==> src/rtl/icache_refill_responder.sv <==
// icache_refill_responder
//   TileLink-UL responder at the memory side of the icache refill path.
//   A Get on channel A becomes a burst of 1..BEATS reads on a synchronous
//   memory port (1-cycle latency). The read data goes through a 2-entry beat
//   buffer and comes back as AccessAckData beats on channel D.
//   An oversized Get is answered with denied+corrupt beats and does no reads.
//   A non-Get opcode is answered with one denied AccessAck beat.
//
// Ports
//   clock, reset_n            clock, asynchronous active-low reset
//   a_valid/a_ready           A request handshake; a_ready is high only in IDLE
//   a_opcode/size/source/address  request fields (Get = 4)
//   d_valid/d_ready           D response handshake
//   d_opcode/size/source/data/denied/corrupt  response beat fields
//   mem_req/mem_addr          beat-aligned read strobe and address
//   mem_rdata/mem_err         read data and error, one cycle after mem_req
//
// Optional build macro ICACHE_REFILL_RESP_ERR_INJECT_EN
//   Adds input err_inject, which is ORed into the corrupt bit of each read
//   beat. Also adds output inj_cnt, a saturating count of injected beats that
//   completed a D handshake.
//
// BEATS and DATA_W/8 must be powers of two.
module icache_refill_responder #(
  parameter int ADDR_W = 32,
  parameter int DATA_W = 32,
  parameter int BEATS  = 8,
  parameter int SRC_W  = 1,
  parameter int SIZE_W = 3
) (
  input  logic              clock,
  input  logic              reset_n,
  input  logic              a_valid,
  output logic              a_ready,
  input  logic [2:0]        a_opcode,
  input  logic [SIZE_W-1:0] a_size,
  input  logic [SRC_W-1:0]  a_source,
  input  logic [ADDR_W-1:0] a_address,
  output logic              d_valid,
  input  logic              d_ready,
  output logic [2:0]        d_opcode,
  output logic [SIZE_W-1:0] d_size,
  output logic [SRC_W-1:0]  d_source,
  output logic [DATA_W-1:0] d_data,
  output logic              d_denied,
  output logic              d_corrupt,
  output logic              mem_req,
  output logic [ADDR_W-1:0] mem_addr,
  input  logic [DATA_W-1:0] mem_rdata,
  input  logic              mem_err
`ifdef ICACHE_REFILL_RESP_ERR_INJECT_EN
  ,
  input  logic              err_inject,
  output logic [7:0]        inj_cnt
`endif
);

  localparam int BYTES  = DATA_W / 8;
  localparam int LB     = $clog2(BYTES);
  localparam int LBEATS = $clog2(BEATS);
  localparam int CNT_W  = LBEATS + 1;

  localparam logic [2:0] OP_GET      = 3'd4;
  localparam logic [2:0] OP_ACK      = 3'd0;
  localparam logic [2:0] OP_ACK_DATA = 3'd1;

  typedef enum logic [1:0] {
    IDLE  = 2'd0,
    BURST = 2'd1,
    DRAIN = 2'd2
  } state_e;

  state_e              state_q, state_d;
  logic                a_ready_q, a_ready_d;
  logic [2:0]          opcode_q, opcode_d;
  logic [SIZE_W-1:0]   size_q, size_d;
  logic [SRC_W-1:0]    source_q, source_d;
  logic                denied_q, denied_d;
  logic                over_q, over_d;
  logic [ADDR_W-1:0]   base_q, base_d;
  logic [CNT_W-1:0]    nbeats_q, nbeats_d;
  logic [CNT_W-1:0]    rd_cnt_q, rd_cnt_d;
  logic [CNT_W-1:0]    tx_cnt_q, tx_cnt_d;
  logic                rd_pend_q, rd_pend_d;
  logic [1:0]          cnt_q, cnt_d;
  logic                wr_ptr_q, wr_ptr_d;
  logic                rd_ptr_q, rd_ptr_d;
  logic [DATA_W-1:0]   buf_data_q [2];
  logic [DATA_W-1:0]   buf_data_d [2];
  logic                buf_corr_q [2];
  logic                buf_corr_d [2];
`ifdef ICACHE_REFILL_RESP_ERR_INJECT_EN
  logic                buf_inj_q [2];
  logic                buf_inj_d [2];
  logic [7:0]          inj_cnt_q, inj_cnt_d;
`endif

  logic                accept_s, pop_s, issue_s, gen_s, push_s;
  logic [2:0]          occ_s;
  logic                is_get_s, req_over_s;
  logic [CNT_W-1:0]    req_nbeats_s;
  logic [ADDR_W-1:0]   req_mask_s;
  logic [DATA_W-1:0]   push_data_s;
  logic                push_corr_s;
  logic                push_inj_s;

  // Request decode: beat count, oversize detection and the alignment mask.
  always_comb begin
    is_get_s   = (a_opcode == OP_GET);
    req_over_s = is_get_s && (int'(a_size) > LB + LBEATS);
    if (!is_get_s || (int'(a_size) <= LB)) begin
      req_nbeats_s = CNT_W'(1);
    end else if (req_over_s) begin
      // Counters only span BEATS, so a denied oversized burst is BEATS long.
      req_nbeats_s = CNT_W'(BEATS);
    end else begin
      req_nbeats_s = CNT_W'(1) << (int'(a_size) - LB);
    end
    // Align to the transfer size and never finer than one beat.
    req_mask_s = ((ADDR_W'(1) << a_size) - ADDR_W'(1)) | ADDR_W'(BYTES - 1);
  end

  // Handshake, issue and push decisions, plus the buffer write data.
  always_comb begin
    accept_s = a_valid && a_ready_q && (state_q == IDLE);
    pop_s    = (cnt_q != 2'd0) && d_ready;
    // Occupancy seen by the issue rule: held beats, plus the read in flight,
    // minus the beat leaving this cycle.
    occ_s    = {1'b0, cnt_q} + {2'b00, rd_pend_q} - {2'b00, pop_s};
    issue_s  = (state_q == BURST) && (occ_s < 3'd2);
    gen_s    = (state_q == DRAIN) && denied_q && (rd_cnt_q != nbeats_q) && (occ_s < 3'd2);
    push_s   = rd_pend_q || gen_s;
    if (rd_pend_q) begin
      push_data_s = mem_rdata;
`ifdef ICACHE_REFILL_RESP_ERR_INJECT_EN
      push_corr_s = mem_err | err_inject;
      push_inj_s  = err_inject;
`else
      push_corr_s = mem_err;
      push_inj_s  = 1'b0;
`endif
    end else begin
      push_data_s = {DATA_W{1'b0}};
      push_corr_s = over_q;
      push_inj_s  = 1'b0;
    end
  end

  // Next-state logic for the FSM, the counters and the beat buffer.
  always_comb begin
    state_d    = state_q;
    opcode_d   = opcode_q;
    size_d     = size_q;
    source_d   = source_q;
    denied_d   = denied_q;
    over_d     = over_q;
    base_d     = base_q;
    nbeats_d   = nbeats_q;
    rd_cnt_d   = rd_cnt_q;
    tx_cnt_d   = pop_s ? (tx_cnt_q + CNT_W'(1)) : tx_cnt_q;
    rd_pend_d  = issue_s;
    buf_data_d = buf_data_q;
    buf_corr_d = buf_corr_q;

    case (state_q)
      IDLE: begin
        if (accept_s) begin
          opcode_d = is_get_s ? OP_ACK_DATA : OP_ACK;
          size_d   = a_size;
          source_d = a_source;
          denied_d = !is_get_s || req_over_s;
          over_d   = req_over_s;
          base_d   = a_address & ~req_mask_s;
          nbeats_d = req_nbeats_s;
          rd_cnt_d = {CNT_W{1'b0}};
          tx_cnt_d = {CNT_W{1'b0}};
          state_d  = (is_get_s && !req_over_s) ? BURST : DRAIN;
        end else begin
          state_d  = IDLE;
        end
      end
      BURST: begin
        if (issue_s) begin
          rd_cnt_d = rd_cnt_q + CNT_W'(1);
          state_d  = (rd_cnt_q == nbeats_q - CNT_W'(1)) ? DRAIN : BURST;
        end else begin
          state_d  = BURST;
        end
      end
      DRAIN: begin
        // For denied bursts rd_cnt counts the synthesised beats.
        if (gen_s) begin
          rd_cnt_d = rd_cnt_q + CNT_W'(1);
        end else begin
          rd_cnt_d = rd_cnt_q;
        end
        if (pop_s && (tx_cnt_q == nbeats_q - CNT_W'(1))) begin
          state_d = IDLE;
        end else begin
          state_d = DRAIN;
        end
      end
      default: begin
        state_d = IDLE;
      end
    endcase

    if (push_s) begin
      buf_data_d[wr_ptr_q] = push_data_s;
      buf_corr_d[wr_ptr_q] = push_corr_s;
    end else begin
      buf_data_d = buf_data_q;
    end
    wr_ptr_d  = wr_ptr_q ^ push_s;
    rd_ptr_d  = rd_ptr_q ^ pop_s;
    cnt_d     = cnt_q + {1'b0, push_s} - {1'b0, pop_s};
    a_ready_d = (state_d == IDLE);
  end

`ifdef ICACHE_REFILL_RESP_ERR_INJECT_EN
  // Injection tag per buffer slot and the saturating injected-beat counter.
  always_comb begin
    buf_inj_d = buf_inj_q;
    if (push_s) begin
      buf_inj_d[wr_ptr_q] = push_inj_s;
    end else begin
      buf_inj_d = buf_inj_q;
    end
    if (pop_s && buf_inj_q[rd_ptr_q] && (inj_cnt_q != 8'hFF)) begin
      inj_cnt_d = inj_cnt_q + 8'd1;
    end else begin
      inj_cnt_d = inj_cnt_q;
    end
  end
`endif

  // State and datapath registers; reset abandons any burst in progress.
  always_ff @(posedge clock or negedge reset_n) begin
    if (!reset_n) begin
      state_q       <= IDLE;
      a_ready_q     <= 1'b0;
      opcode_q      <= 3'd0;
      size_q        <= {SIZE_W{1'b0}};
      source_q      <= {SRC_W{1'b0}};
      denied_q      <= 1'b0;
      over_q        <= 1'b0;
      base_q        <= {ADDR_W{1'b0}};
      nbeats_q      <= {CNT_W{1'b0}};
      rd_cnt_q      <= {CNT_W{1'b0}};
      tx_cnt_q      <= {CNT_W{1'b0}};
      rd_pend_q     <= 1'b0;
      cnt_q         <= 2'd0;
      wr_ptr_q      <= 1'b0;
      rd_ptr_q      <= 1'b0;
      buf_data_q[0] <= {DATA_W{1'b0}};
      buf_data_q[1] <= {DATA_W{1'b0}};
      buf_corr_q[0] <= 1'b0;
      buf_corr_q[1] <= 1'b0;
`ifdef ICACHE_REFILL_RESP_ERR_INJECT_EN
      buf_inj_q[0]  <= 1'b0;
      buf_inj_q[1]  <= 1'b0;
      inj_cnt_q     <= 8'd0;
`endif
    end else begin
      state_q       <= state_d;
      a_ready_q     <= a_ready_d;
      opcode_q      <= opcode_d;
      size_q        <= size_d;
      source_q      <= source_d;
      denied_q      <= denied_d;
      over_q        <= over_d;
      base_q        <= base_d;
      nbeats_q      <= nbeats_d;
      rd_cnt_q      <= rd_cnt_d;
      tx_cnt_q      <= tx_cnt_d;
      rd_pend_q     <= rd_pend_d;
      cnt_q         <= cnt_d;
      wr_ptr_q      <= wr_ptr_d;
      rd_ptr_q      <= rd_ptr_d;
      buf_data_q    <= buf_data_d;
      buf_corr_q    <= buf_corr_d;
`ifdef ICACHE_REFILL_RESP_ERR_INJECT_EN
      buf_inj_q     <= buf_inj_d;
      inj_cnt_q     <= inj_cnt_d;
`endif
    end
  end

  assign a_ready   = a_ready_q;
  assign d_valid   = (cnt_q != 2'd0);
  assign d_opcode  = opcode_q;
  assign d_size    = size_q;
  assign d_source  = source_q;
  assign d_denied  = denied_q;
  assign d_data    = buf_data_q[rd_ptr_q];
  assign d_corrupt = buf_corr_q[rd_ptr_q];
  assign mem_req   = issue_s;
  // The start address is aligned to the burst window, so adding the beat
  // offset never carries out of it.
  assign mem_addr  = base_q + (ADDR_W'(rd_cnt_q) << LB);
`ifdef ICACHE_REFILL_RESP_ERR_INJECT_EN
  assign inj_cnt   = inj_cnt_q;
`endif

endmodule

==> config.mk <==
export PLATFORM = sky130hd
export DESIGN_NAME = icache_refill_responder
export DESIGN_NICKNAME = d
export VERILOG_FILES = /design/src/rtl/icache_refill_responder.sv
export SDC_FILE = /design/constraint.sdc
export NUM_CORES = 1
export LEC_CHECK = 0
export CORE_MARGIN = 1.5
export CORE_UTILIZATION = 45
export CTS_BUF_LIST = sky130_fd_sc_hd__clkbuf_8 sky130_fd_sc_hd__clkbuf_16
export DETAILED_ROUTE_END_ITERATION = 8
export GPL_TIMING_DRIVEN = 0
export PLACE_DENSITY_LB_ADDON = 0.15
export SETUP_SLACK_MARGIN = 0.5
export SYNTH_ARGS = -nofsm -noshare
export SYNTH_HDL_FRONTEND = slang
export SYNTH_SLANG_ARGS = --single-unit
==> constraint.sdc <==
create_clock -name clock -period 5.8 [get_ports clock]
set_input_delay 0.58 -clock clock [delete_from_list [all_inputs] [get_ports clock]]
set_output_delay 0.58 -clock clock [all_outputs]
set_load 0.03 [all_outputs]
== Yosys cells after proc, flatten, opt, wreduce, memory -nomap -nowiden ==
Cells that the tools add are included.

* Shift-type cells: 2
* Reductions and logical operators: 22
* Muxes and demuxes: 30
* $lt $le $gt $ge: 6
* Add/subtract/negate cells: 10
* Eq/ne operators: 9
* Bitwise gates (word level): 6

{| class="wikitable"
|+ Operators by type and width
! operator !! count
|-
| 32-bit 2-to-1 mux || 5
|-
| 64-bit bitwise mux || 1
|-
| 32-bit by 6-bit adder with 32-bit output || 1
|-
| 32-bit bitwise AND || 1
|-
| 32-bit demux with 1-bit select || 1
|-
| 4-bit 2-to-1 mux || 8
|-
| 32-bit NOT || 1
|-
| 1-bit by 3-bit left shift with 32-bit output, first input constant || 1
|-
| 1-bit by 32-bit left shift with 4-bit output, first input constant || 1
|-
| 32-bit by 2-bit subtractor with 32-bit output, second input constant || 1
|-
| 4-bit case mux with 3 select lines || 1
|-
| 1-bit logical AND || 11
|-
| 2-bit 2-to-1 mux || 5
|-
| 4-bit by 1-bit adder with 4-bit output, second input constant || 2
|-
| 4-bit equality test || 2
|-
| 1-bit 2-to-1 mux || 6
|-
| 2-bit != test, second input constant || 3
|-
| 2-bit case mux with 3 select lines || 1
|-
| 2-bit >= comparator, second input constant || 2
|-
| 2-bit zero test || 2
|-
| 4-bit != test || 1
|-
| 1-bit NOT with 2-bit output || 2
|-
| 4-bit AND reduction || 1
|-
| 3-bit by 2-bit subtractor with 4-bit output, second input constant || 1
|-
| other kinds (20) || 24
|}

* Flip-flop bits (word level): 127
* Output and inout bits: 76
* Bits of input ports: 76

== Longest topological paths before layout ==
Gate-level depths: netlist (run 1).

* Word-level depth: 8
* Gate-level depth with buffers: 11
* Gate-level depth less buffers: 10

== Worst setup path after synthesis (run 1) ==
OpenSTA, ideal clock, no wires.

* Path type: reg2reg
* Start point: register rd_pend_q
* End point: register buf_data_q[31] in the netlist's numbering
* Stages on the path, launching flop included: 12
* Data arrival time: 2.862 ns
* Path slack: 2.855 ns
* Setup time: 0.083 ns
* Buffers on the path: 4
* Cells stage by stage: dfrtp_1 -> buf_1 -> clkbuf_1 -> o21ai_0 -> fa_1 -> xnor2_2 -> a41o_1 -> ha_1 -> clkbuf_1 -> buf_1 -> nand3_1 -> o21ai_0

* Longest elaborated chain between the ends: 5
* Elaborated cells between the ends (all ways): 7

{| class="wikitable"
|+ Ends and longest elaborated chain
! what !! RTL line !! RTL
|-
| start: declaration || 84 || <nowiki>logic rd_pend_q, rd_pend_d;</nowiki>
|-
| start signal: assignment || 276 || <nowiki>rd_pend_q <= rd_pend_d;</nowiki>
|-
| 2-bit by 1-bit adder with 3-bit output || 129 || <nowiki>occ_s = {1'b0, cnt_q} + {2'b00, rd_pend_q} - {2'b00, pop_s};</nowiki>
|-
| 3-bit by 1-bit subtractor with 3-bit output || 129 ||
|-
| 3-bit by 2-bit less-than comparator with 1-bit output || 131 || <nowiki>gen_s = (state_q == DRAIN) && denied_q && (rd_cnt_q != nbeats_q) && (occ_s < 3'd2);</nowiki>
|-
| 1-bit logical AND || 131 ||
|-
| 1-bit logical OR || 132 || <nowiki>push_s = rd_pend_q || gen_s;</nowiki>
|-
| end signal: assignment || 280 || <nowiki>buf_data_q <= buf_data_d;</nowiki>
|-
| end: declaration || 88 || <nowiki>logic [DATA_W-1:0] buf_data_q [2];</nowiki>
|}

Parallel ways exist; a longest one is shown, timed or not.
A chain may end at the register's enable or synchronous reset.

== Worst setup path in the final report (run 1) ==
* Start point: register rd_pend_q
* End point: output mem_req

* Longest elaborated chain between the ends: 4

{| class="wikitable"
|+ Ends and longest elaborated chain
! what !! RTL line !! RTL
|-
| 2-bit by 1-bit adder with 3-bit output || 129 ||
|-
| 3-bit by 1-bit subtractor with 3-bit output || 129 ||
|-
| 3-bit by 2-bit less-than comparator with 1-bit output || 130 || <nowiki>issue_s = (state_q == BURST) && (occ_s < 3'd2);</nowiki>
|-
| 1-bit logical AND || 130 ||
|-
| end: declaration || 47 || <nowiki>output logic mem_req,</nowiki>
|}

No other way between the ends.

==> results.json, run 1 <==
{
  "area_delta_synth_final_pct": 36.5,
  "worst_slew_pin_slew_ps": 650,
  "fin_nets": 1009,
  "drv_slew": 0,
  "cts_setup_buffers": 0,
  "detail-route-antenna-nets": 0,
  "clock_sinks": 123,
  "p_leak_nw": 3.80,
  "ir_drop_mv": 0.405,
  "cts_made_buffers": 17,
  "rsz0062_at_grt": "false",
  "max-cap-violations": 0,
  "synth_compound_area_frac": 0.118,
  "viasPerCell": 5.33,
  "yosysWarnings": 0,
  "crit_required_ps": 5220,
  "end_kind": "output port",
  "synth_cell_types": 52,
  "chipHeight_um": 122,
  "place_congestion": 0.820,
  "synthFlopType": "dfrtp_1",
  "initialDrtViolationCount": 391,
  "antenna_found_initial": 0,
  "final.min_clock_period_ps": 4110,
  "ys_seq_elements": 123,
  "fin_crit_sh": 0.708,
  "dpl.cell_count": 1074,
  "final_util": 0.629,
  "core_mm2": 0.0139,
  "setup_viol": 0,
  "drive_above_1_share": 0.0583,
  "port_buffers": 145,
  "most-common-layout-cells": "144 x nand2_1, 144 x clkdlybuf4s50_1, 123 x dfrtp_1, 112 x o21ai_0, 82 x nand3_1",
  "critPathKind": "register to output port",
  "grt_max_degree": 77,
  "synth_xor_area_frac": 0.0690,
  "cts-root-buf": "clkbuf_16",
  "fin_cells": 1106,
  "synth_simple_gate_area_share": 0.211,
  "outcome": "completed",
  "p_total_mw": 4.99,
  "pwr_density_cell_mw_per_mm2": 571,
  "crit_fanout": 10,
  "antenna_cells": 0,
  "syn_avg_cell_area_um2": 8.59,
  "grt_overflow": 0,
  "clock_path_buffers": 2,
  "design_area_mm2": 0.00874,
  "totalWireLength_um": 17400,
  "routedWlPerCell_um": 15.8,
  "start_util": 0.461,
  "synth_top_area_cell": "dfrtp_1",
  "htreeDepth": 4,
  "ys_seq_area_frac": 0.481,
  "relSlewSlack": 0.567,
  "vias": 5890,
  "clk_pin_slew_ps": 60,
  "cts_hold_buffers": 0,
  "fin_skew_ps": 4.91,
  "firstDrtPassIters": 5,
  "insertion_delay_ps": 410,
  "ys_async_sr_fraction": 1.00,
  "synthMuxAreaShare": 0.00332,
  "min_path_type": "primary input to async pin",
  "synth_area_mm2": 0.00640,
  "grt_pass1_wl_um": 28500,
  "synth_fa_ha_area_frac": 0.0414,
  "design.die.area_mm2": 0.0149,
  "placed_area_mm2": 0.00812,
  "synth-edff-count": 0,
  "finalHoldViolations": 0,
  "dp_hpwl_um": 12400,
  "ctsResizeCount": 0,
  "die_w_um": 122,
  "rows": 43,
  "synth_top_area_frac": 0.481,
  "cp-start-kind": "register",
  "arrival_ps": 3530,
  "max_freq_ghz": 0.243,
  "synth_cells": 745,
  "ios": 152,
  "drc": 0,
  "ys_top_cells_by_area": "dfrtp_1 48%, o21ai_0 8.8%, nand2_1 8.4%",
  "cts_tree": "done",
  "grt_usage": 0.244,
  "synth_top_family_by_area": "simple AND/OR/NAND/NOR gates",
  "grt_pass1_vias": 5994
}
flip-flops by register name, summed over array words and instances, names as in the netlist, 2 cells and up:
register,cells
nbeats_q,4
buf_corr_q,2
base_q,30
d_size,3
rd_cnt_q,4
buf_data_q,64
cnt_q,2
tx_cnt_q,4
state_q,2
Yosys cell counts, types with 3 or more instances:
cell type and n:
and3_1 6, nand3_2 3, xnor2_1 38, xor2_1 8, a21oi_1 8, nand4_1 11
buf_1 11, inv_1 78, o21ai_0 112, buf_4 4, nand3_1 82, nor2b_1 4
nand3b_1 3, nor2_1 20, ha_1 18, and2_1 3, nand2_1 144, clkbuf_1 27
dfrtp_1 123
report_power, final:
group / internal, mW / total (mW) / switching, mW / leakage [nW]
Sequential: 1.24 / 1.52 / 0.276 / 1.59
Clock: 0.701 / 1.10 / 0.402 / 0.296
Combinational: 0.953 / 2.37 / 1.42 / 1.92
Total: 2.89 / 4.99 / 2.10 / 3.80
layout make-up:
| class | count | area, um^2 |
|---|---|---|
| multi-input combinational | 503 | 2850 |
| tap | 180 | 225 |
| clock buffer | 19 | 453 |
| inverter | 78 | 293 |
| clock inverter | 13 | 166 |
| timing repair buffer | 146 | 1480 |
| buffer | 44 | 189 |
| fill | 1202 | 5140 |
| sequential | 123 | 3080 |
metrics by stage:
step	hold WS [ps]	TNS, ps	setup WS, ps
detailed placement	472	0	1880
floorplan	284	0	2860
CTS	103	0	1660
finish	88.9	0	1690
global placement	462	-90700	-747
global route	119	0	1430
worst max-delay path: stages, from the launching register on:
cell and delay (ps):
dfrtp_1 400, buf_1 430, clkbuf_1 460, o21ai_0 210
fa_1 440, xnor2_2 240, and3_2 260, clkdlybuf4s50_1 680
worst paths after layout:
path | slack, ps | endpoint | depth (start not counted) | from
worst min-delay path | 90 | buf_data_q[42] | 1 | reset_n
worst min register to register | 490 | d_source | 2 | d_source
max in group asynchronous | 4960 | base_q[26] | 2 | reset_n
worst max-delay path | 1690 | mem_req | 7 | rd_pend_q
min in group clock | 490 | d_source | 2 | d_source
worst max register to register | 1840 | buf_data_q[55] | 11 | rd_pend_q
layer usage:
| metal | share of wire | routed length (um) | vias up | track usage |
|---|---|---|---|---|
| li1 | - | - | 2791 | - |
| met1 | 0.41 | 7190 | 2857 | 0.301 |
| met2 | 0.51 | 8920 | 225 | 0.416 |
| met3 | 0.064 | 1120 | 17 | 0.0655 |
| met4 | 0.012 | 201 | 0 | 0.0785 |
| met5 | 0 | 0 | - | 0 |
kinds of logic after synthesis:
logic type,Yosys count
AND/OR/NAND/NOR,290
AO/OA/AOI/OAI,139
flip-flops,123
buffers and inverters,122
XOR/XNOR,48
adder cells (fa/ha/maj),20
multiplexers,2
other,1
Note: power is estimated with default switching activity, not from simulation.
==> run 2, diff against run 1 <==
==> constraint.sdc (replaced) <==
create_clock -name clock -period 4.22 [get_ports clock]
set_input_delay 0.422 -clock clock [delete_from_list [all_inputs] [get_ports clock]]
set_output_delay 0.422 -clock clock [all_outputs]
set_load 0.03 [all_outputs]
==> run 2 against run 1 <==
Net effect:
- worst setup slack worse by 1000 ps
- final area up 0.34%
- total power up 37%
- global-route usage is the same
- critical path type unchanged
==> results.json, run 2 (synthesis results as in run 1) <==
{
  "outcome": "completed",
  "die_w_um": 122,
  "design.die.area_mm2": 0.0149,
  "grt_usage": 0.244,
  "nFillCells": 1203,
  "multi_input_area_mm2": 0.00286,
  "port_buffers": 145,
  "power_switching_mw": 2.89,
  "dp_hpwl_um": 12400,
  "relSlewSlack": 0.562,
  "p_int_mw": 3.97,
  "max_freq_ghz": 0.280,
  "finalHoldViolations": 0,
  "final_util": 0.632,
  "dpl.cell_count": 1074,
  "drive_above_1_share": 0.0658,
  "fin_crit_sh": 0.846,
  "core_mm2": 0.0139,
  "area_delta_synth_final_pct": 37.0,
  "min_path_type": "register to register",
  "cts-root-buf": "clkbuf_16",
  "final_common_cell": "nand2_1",
  "place_congestion": 0.820,
  "crit_chain": "ha_1 > nand3_1 > o211ai_4 > and4_1 > nand2_1 > xnor2_1 > clkdlybuf4s50_1",
  "drv_slew": 0,
  "chipHeight_um": 122,
  "power_frac_seq": 0.304,
  "insertion_delay_ps": 410,
  "final.min_clock_period_ps": 3570,
  "crit_slowest_cell": "clkdlybuf4s50_1",
  "crit_fanout": 10,
  "cp-start-kind": "register",
  "initialDrtViolationCount": 344,
  "holdPathEnd": "d_source",
  "routedWlPerCell_um": 15.8,
  "rows": 43,
  "ios": 152,
  "reg2reg_slack_ps": 810,
  "crit_required_ps": 3800,
  "p_leak_nw": 3.89,
  "grt_pass1_wl_um": 28500,
  "final-seq-area_mm2": 0.00308,
  "fin_nets": 1010,
  "pwr-share-clk": 0.222,
  "switching_share": 0.421,
  "critPathKind": "register to output port",
  "largest_reg_flops": 64,
  "drc": 0,
  "reg2reg_from": "rd_pend_q",
  "setup_viol": 0,
  "cts_setup_buffers": 0,
  "arrival_ps": 3150,
  "r2r-end": "buf_data_q[51]",
  "regMostFlops": "buf_data_q",
  "firstDrtPassIters": 6,
  "end_kind": "output port",
  "clock_sinks": 123,
  "antenna_found_initial": 0,
  "combinationalPowerShare": 0.474,
  "antenna_cells": 0,
  "clock_path_buffers": 2,
  "start_util": 0.461,
  "max-cap-violations": 0,
  "totalWireLength_um": 17500,
  "htreeDepth": 4,
  "hold_depth": 2,
  "rsz0062_at_grt": "false",
  "worst_slew_pin_slew_ps": 656,
  "critPathMaxStageDelay_ps": 710,
  "viasPerCell": 5.29,
  "clk_pin_slew_ps": 60,
  "largestRegisters": "buf_data_q (64), base_q (30)",
  "ir_drop_mv": 0.557,
  "pwr_density_cell_mw_per_mm2": 782,
  "rr_worst_depth": 10,
  "fin_skew_ps": 3.40,
  "vias": 5860,
  "worstHoldStart": "d_source",
  "detail-route-antenna-nets": 0,
  "grt_max_degree": 77,
  "most-common-layout-cells": "144 x nand2_1, 137 x clkdlybuf4s50_1, 123 x dfrtp_1, 112 x o21ai_0, 82 x nand3_1",
  "cts_tree": "done",
  "grt_pass1_vias": 5994,
  "grt_overflow": 0,
  "fin_cells": 1107,
  "cts_made_buffers": 17
}
run 2: cell count changes in the layout (fill, tap and decap cells not counted), sizes merged:
cell / previous run / this run
buf: 19 / 15
clkdlybuf4s50: 144 / 137
clkbuf: 46 / 50
dlymetal6s2s: 0 / 3
dlygate4sd3: 0 / 1
dlygate4sd2: 0 / 4
run 2: worst max path at each step:
stage	startpoint	to	slack, ps	cells past startpoint
after CTS	rd_pend_q	mem_req	430	7
after floorplan	rd_pend_q	buf_data_q[31]	1280	11
after global placement	reset_n	base_q[17]	-2170	1
after global routing	rd_pend_q	buf_data_q[23]	510	11
final	rd_cnt_q[2]	mem_addr[29]	650	7
after detailed placement	rd_pend_q	buf_data_q[55]	300	11
run 2: per-layer routing:
metal | wire (um) | global-route usage | share of wire | up-vias
li1 | - | - | - | 2793
met1 | 7310 | 0.301 | 0.42 | 2843
met2 | 8900 | 0.416 | 0.51 | 202
met3 | 1050 | 0.0655 | 0.060 | 22
met4 | 219 | 0.0785 | 0.013 | 0
met5 | 0 | 0 | 0 | -
run 2: through the flow:
step           power [mW]  hold slack [ps]  TNS [ps]  setup WS [ps]  area [um^2]
5_1_grt              7.27              508         0            506         8770
2_1_floorplan        4.05              126         0           1280         6410
4_1_cts              6.88              494         0            432         8740
3_5_place_dp         5.34              389         0            296         8120
6_report             6.85              486         0            649         8770
3_3_place_gp         5.24              462   -265600          -2170         8090
run 2: final cells by class:
type | instances | area share
Multi-Input combinational cell | 503 | 0.326
Clock inverter | 13 | 0.0190
Buffer | 44 | 0.0226
Timing Repair Buffer | 147 | 0.170
Inverter | 78 | 0.0334
Sequential cell | 123 | 0.351
Tap cell | 180 | 0.0257
Clock buffer | 19 | 0.0517
run 2: what timing repair did:
| action | CTS | global route |
|---|---|---|
| pin swaps | 0 | 0 |
| setup endpoints to repair | 65 | 66 |
| hold endpoints to repair | 47 | 0 |
| hold buffers | 1 | 0 |
| resized for setup | 6 | 10 |
run 2: power groups by stage:
stage	Combinational [mW]	Sequential, mW	Clock (mW)
finish	3.25	2.09	1.52
floorplan	1.99	2.06	0
global route	3.54	2.15	1.58
global placement	3.18	2.07	0
detailed placement	3.24	2.10	0
CTS	3.26	2.08	1.53
run 2: worst max-delay path, delay by kind of cell, from the launching register on:
kind / cells / cell delay (ps)
buf+inv: 1 / 710
simple gates: 3 / 590
flops: 1 / 460
fa+ha+maj: 1 / 390
compound gates: 1 / 360
xor+xnor: 1 / 200
==> run 3, diff against run 2 <==
==> constraint.sdc (replaced) <==
create_clock -name clock -period 3.6 [get_ports clock]
set_input_delay 0.36 -clock clock [delete_from_list [all_inputs] [get_ports clock]]
set_output_delay 0.36 -clock clock [all_outputs]
set_load 0.03 [all_outputs]
==> run 3 against run 2 <==
Net effect:
- sequential power up 17%
- die area unchanged
- clock skew grew 0.52 ps
- non-clock buffer count grew 3
- register-to-register slack got worse by 90 ps
- critical path depth is the same
- sequential share of layout area decreased by 0.31 points
- count of clock-buffer cells in the layout unchanged
- cell count is 0.27% higher
- largest power group unchanged
- combinational power grew 18%
- clock power is 17% higher
- routed wire length decreased by 0.37%
==> results.json, run 3 (synthesis results as in run 1) <==
{
  "die_w_um": 122,
  "cts_made_buffers": 17,
  "finalWorstSetupSlack_ps": 584,
  "relSlewSlack": 0.562,
  "cts-root-buf": "clkbuf_16",
  "drc": 0,
  "vias": 5858,
  "largestRegisters": "buf_data_q (64), base_q (30)",
  "nFillCells": 1198,
  "p_total_mw": 8.07,
  "dp_hpwl_um": 12400,
  "rsz0062_at_grt": "false",
  "initialDrtViolationCount": 318,
  "max_freq_ghz": 0.332,
  "regMostFlops": "buf_data_q",
  "final_common_cell": "nand2_1",
  "fin_crit_sh": 0.838,
  "pwr_density_cell_mw_per_mm2": 911,
  "insertion_delay_ps": 410,
  "grt_overflow": 0,
  "htreeDepth": 4,
  "design.die.area_mm2": 0.0149,
  "fin_setup_tns_ps": 0,
  "arrival_ps": 2660,
  "max-cap-violations": 0,
  "multi_input_area_mm2": 0.00290,
  "core_mm2": 0.0139,
  "largest_reg_flops": 64,
  "end_kind": "output port",
  "ir_drop_mv": 0.608,
  "dpl_worst_slack_ps": -324,
  "critPathKind": "register to output port",
  "drive_above_1_share": 0.0957,
  "fin_skew_ps": 3.92,
  "detail-route-antenna-nets": 0,
  "final-seq-area_mm2": 0.00308,
  "worst_slew_pin_slew_ps": 658,
  "final.min_clock_period_ps": 3020,
  "cp-start-kind": "register",
  "totalWireLength_um": 17400,
  "cts_tree": "done",
  "antenna_found_initial": 0,
  "outcome": "completed",
  "whs_ps": 442,
  "rows": 43,
  "chipHeight_um": 122,
  "firstDrtPassIters": 7,
  "most-common-layout-cells": "144 x nand2_1, 121 x clkdlybuf4s50_1, 119 x dfrtp_1, 112 x o21ai_0, 82 x nand3_1",
  "viasPerCell": 5.28,
  "antenna_cells": 0,
  "min_path_type": "primary input to async pin",
  "finalHoldViolations": 0,
  "fin_nets": 1013,
  "clock_sinks": 123,
  "routedWlPerCell_um": 15.7,
  "area_delta_synth_final_pct": 38.4,
  "ios": 152,
  "grt_max_degree": 77,
  "grt_pass1_vias": 5990,
  "clk_pin_slew_ps": 60,
  "setup_viol": 0,
  "port_buffers": 145,
  "clock_path_buffers": 2,
  "grt_pass1_wl_um": 28500,
  "grt_usage": 0.244,
  "drv_slew": 0,
  "start_util": 0.461,
  "crit_required_ps": 3240,
  "place_congestion": 0.820,
  "p_leak_nw": 3.94,
  "crit_fanout": 10
}
[run 3: cell types whose count changed in the layout (fill, tap and decap cells not counted), sizes merged]
| cell | change |
|---|---|
| dlymetal6s2s | -2 |
| clkbuf | -1 |
| clkdlybuf4s18 | +1 |
| clkdlybuf4s50 | -16 |
| buf | +9 |
| clkdlybuf4s15 | +4 |
| dlygate4sd2 | +8 |
[run 3: through the flow]
stage | cell area (um^2) | util | std cells
after floorplan | 6410 | - | 748
after global placement | 8090 | 0.583 | 1073
after detailed placement | 8120 | 0.585 | 1074
after CTS | 8780 | 0.633 | 1108
after global routing | 8860 | 0.638 | 1110
final | 8860 | 0.638 | 1110
[run 3: layout make-up]
type | count | share of cell area
timing repair buffer | 150 | 0.170
clock buffer | 19 | 0.0511
buffer | 44 | 0.0257
inverter | 78 | 0.0331
clock inverter | 13 | 0.0188
sequential | 123 | 0.348
multi-input combinational | 503 | 0.328
tap | 180 | 0.0254
[run 3: worst max-delay path, cell delays in order, from the launching register on]
cell             delay, ps
dfrtp_2                460
ha_1                   290
a21oi_1                320
o211ai_4               120
buf_12                 150
nand2_1                 70
xnor2_1                130
clkdlybuf4s50_1        700
[run 3: power by group]
group          switching [mW]  total [mW]  leakage (nW)  internal [mW]
combinational            2.29        3.84          2.06           1.55
sequential              0.452        2.45          1.59           2.00
clock                   0.648        1.78         0.296           1.13
[run 3: worst paths after layout]
path | start | end | slack, ps | cells past startpoint
max | rd_cnt_q[1] | mem_addr[13] | 580 | 7
min | reset_n | buf_data_q[42] | 440 | 2
max reg2reg | rd_pend_q | buf_data_q[55] | 720 | 11
min reg2reg | d_source | d_source | 490 | 2
max in group asynchronous | reset_n | base_q[11] | 2410 | 3
min in group clock | a_address[11] | base_q[11] | 470 | 3
[run 3: what timing repair did]
item | 4_1_cts | 5_1_grt
setup endpoints to repair | 94 | 88
hold buffers | 1 | 0
pin swaps | 1 | 1
endpoints found under the hold margin | 47 | 0
resized for setup | 73 | 22
setup buffers | 1 | 2
[run 3: per-layer routing]
| layer | track usage | part of all wire |
|---|---|---|
| met5 | 0 | 0 |
| met4 | 0.0814 | 0.014 |
| met3 | 0.0655 | 0.065 |
| met2 | 0.416 | 0.51 |
| met1 | 0.301 | 0.41 |
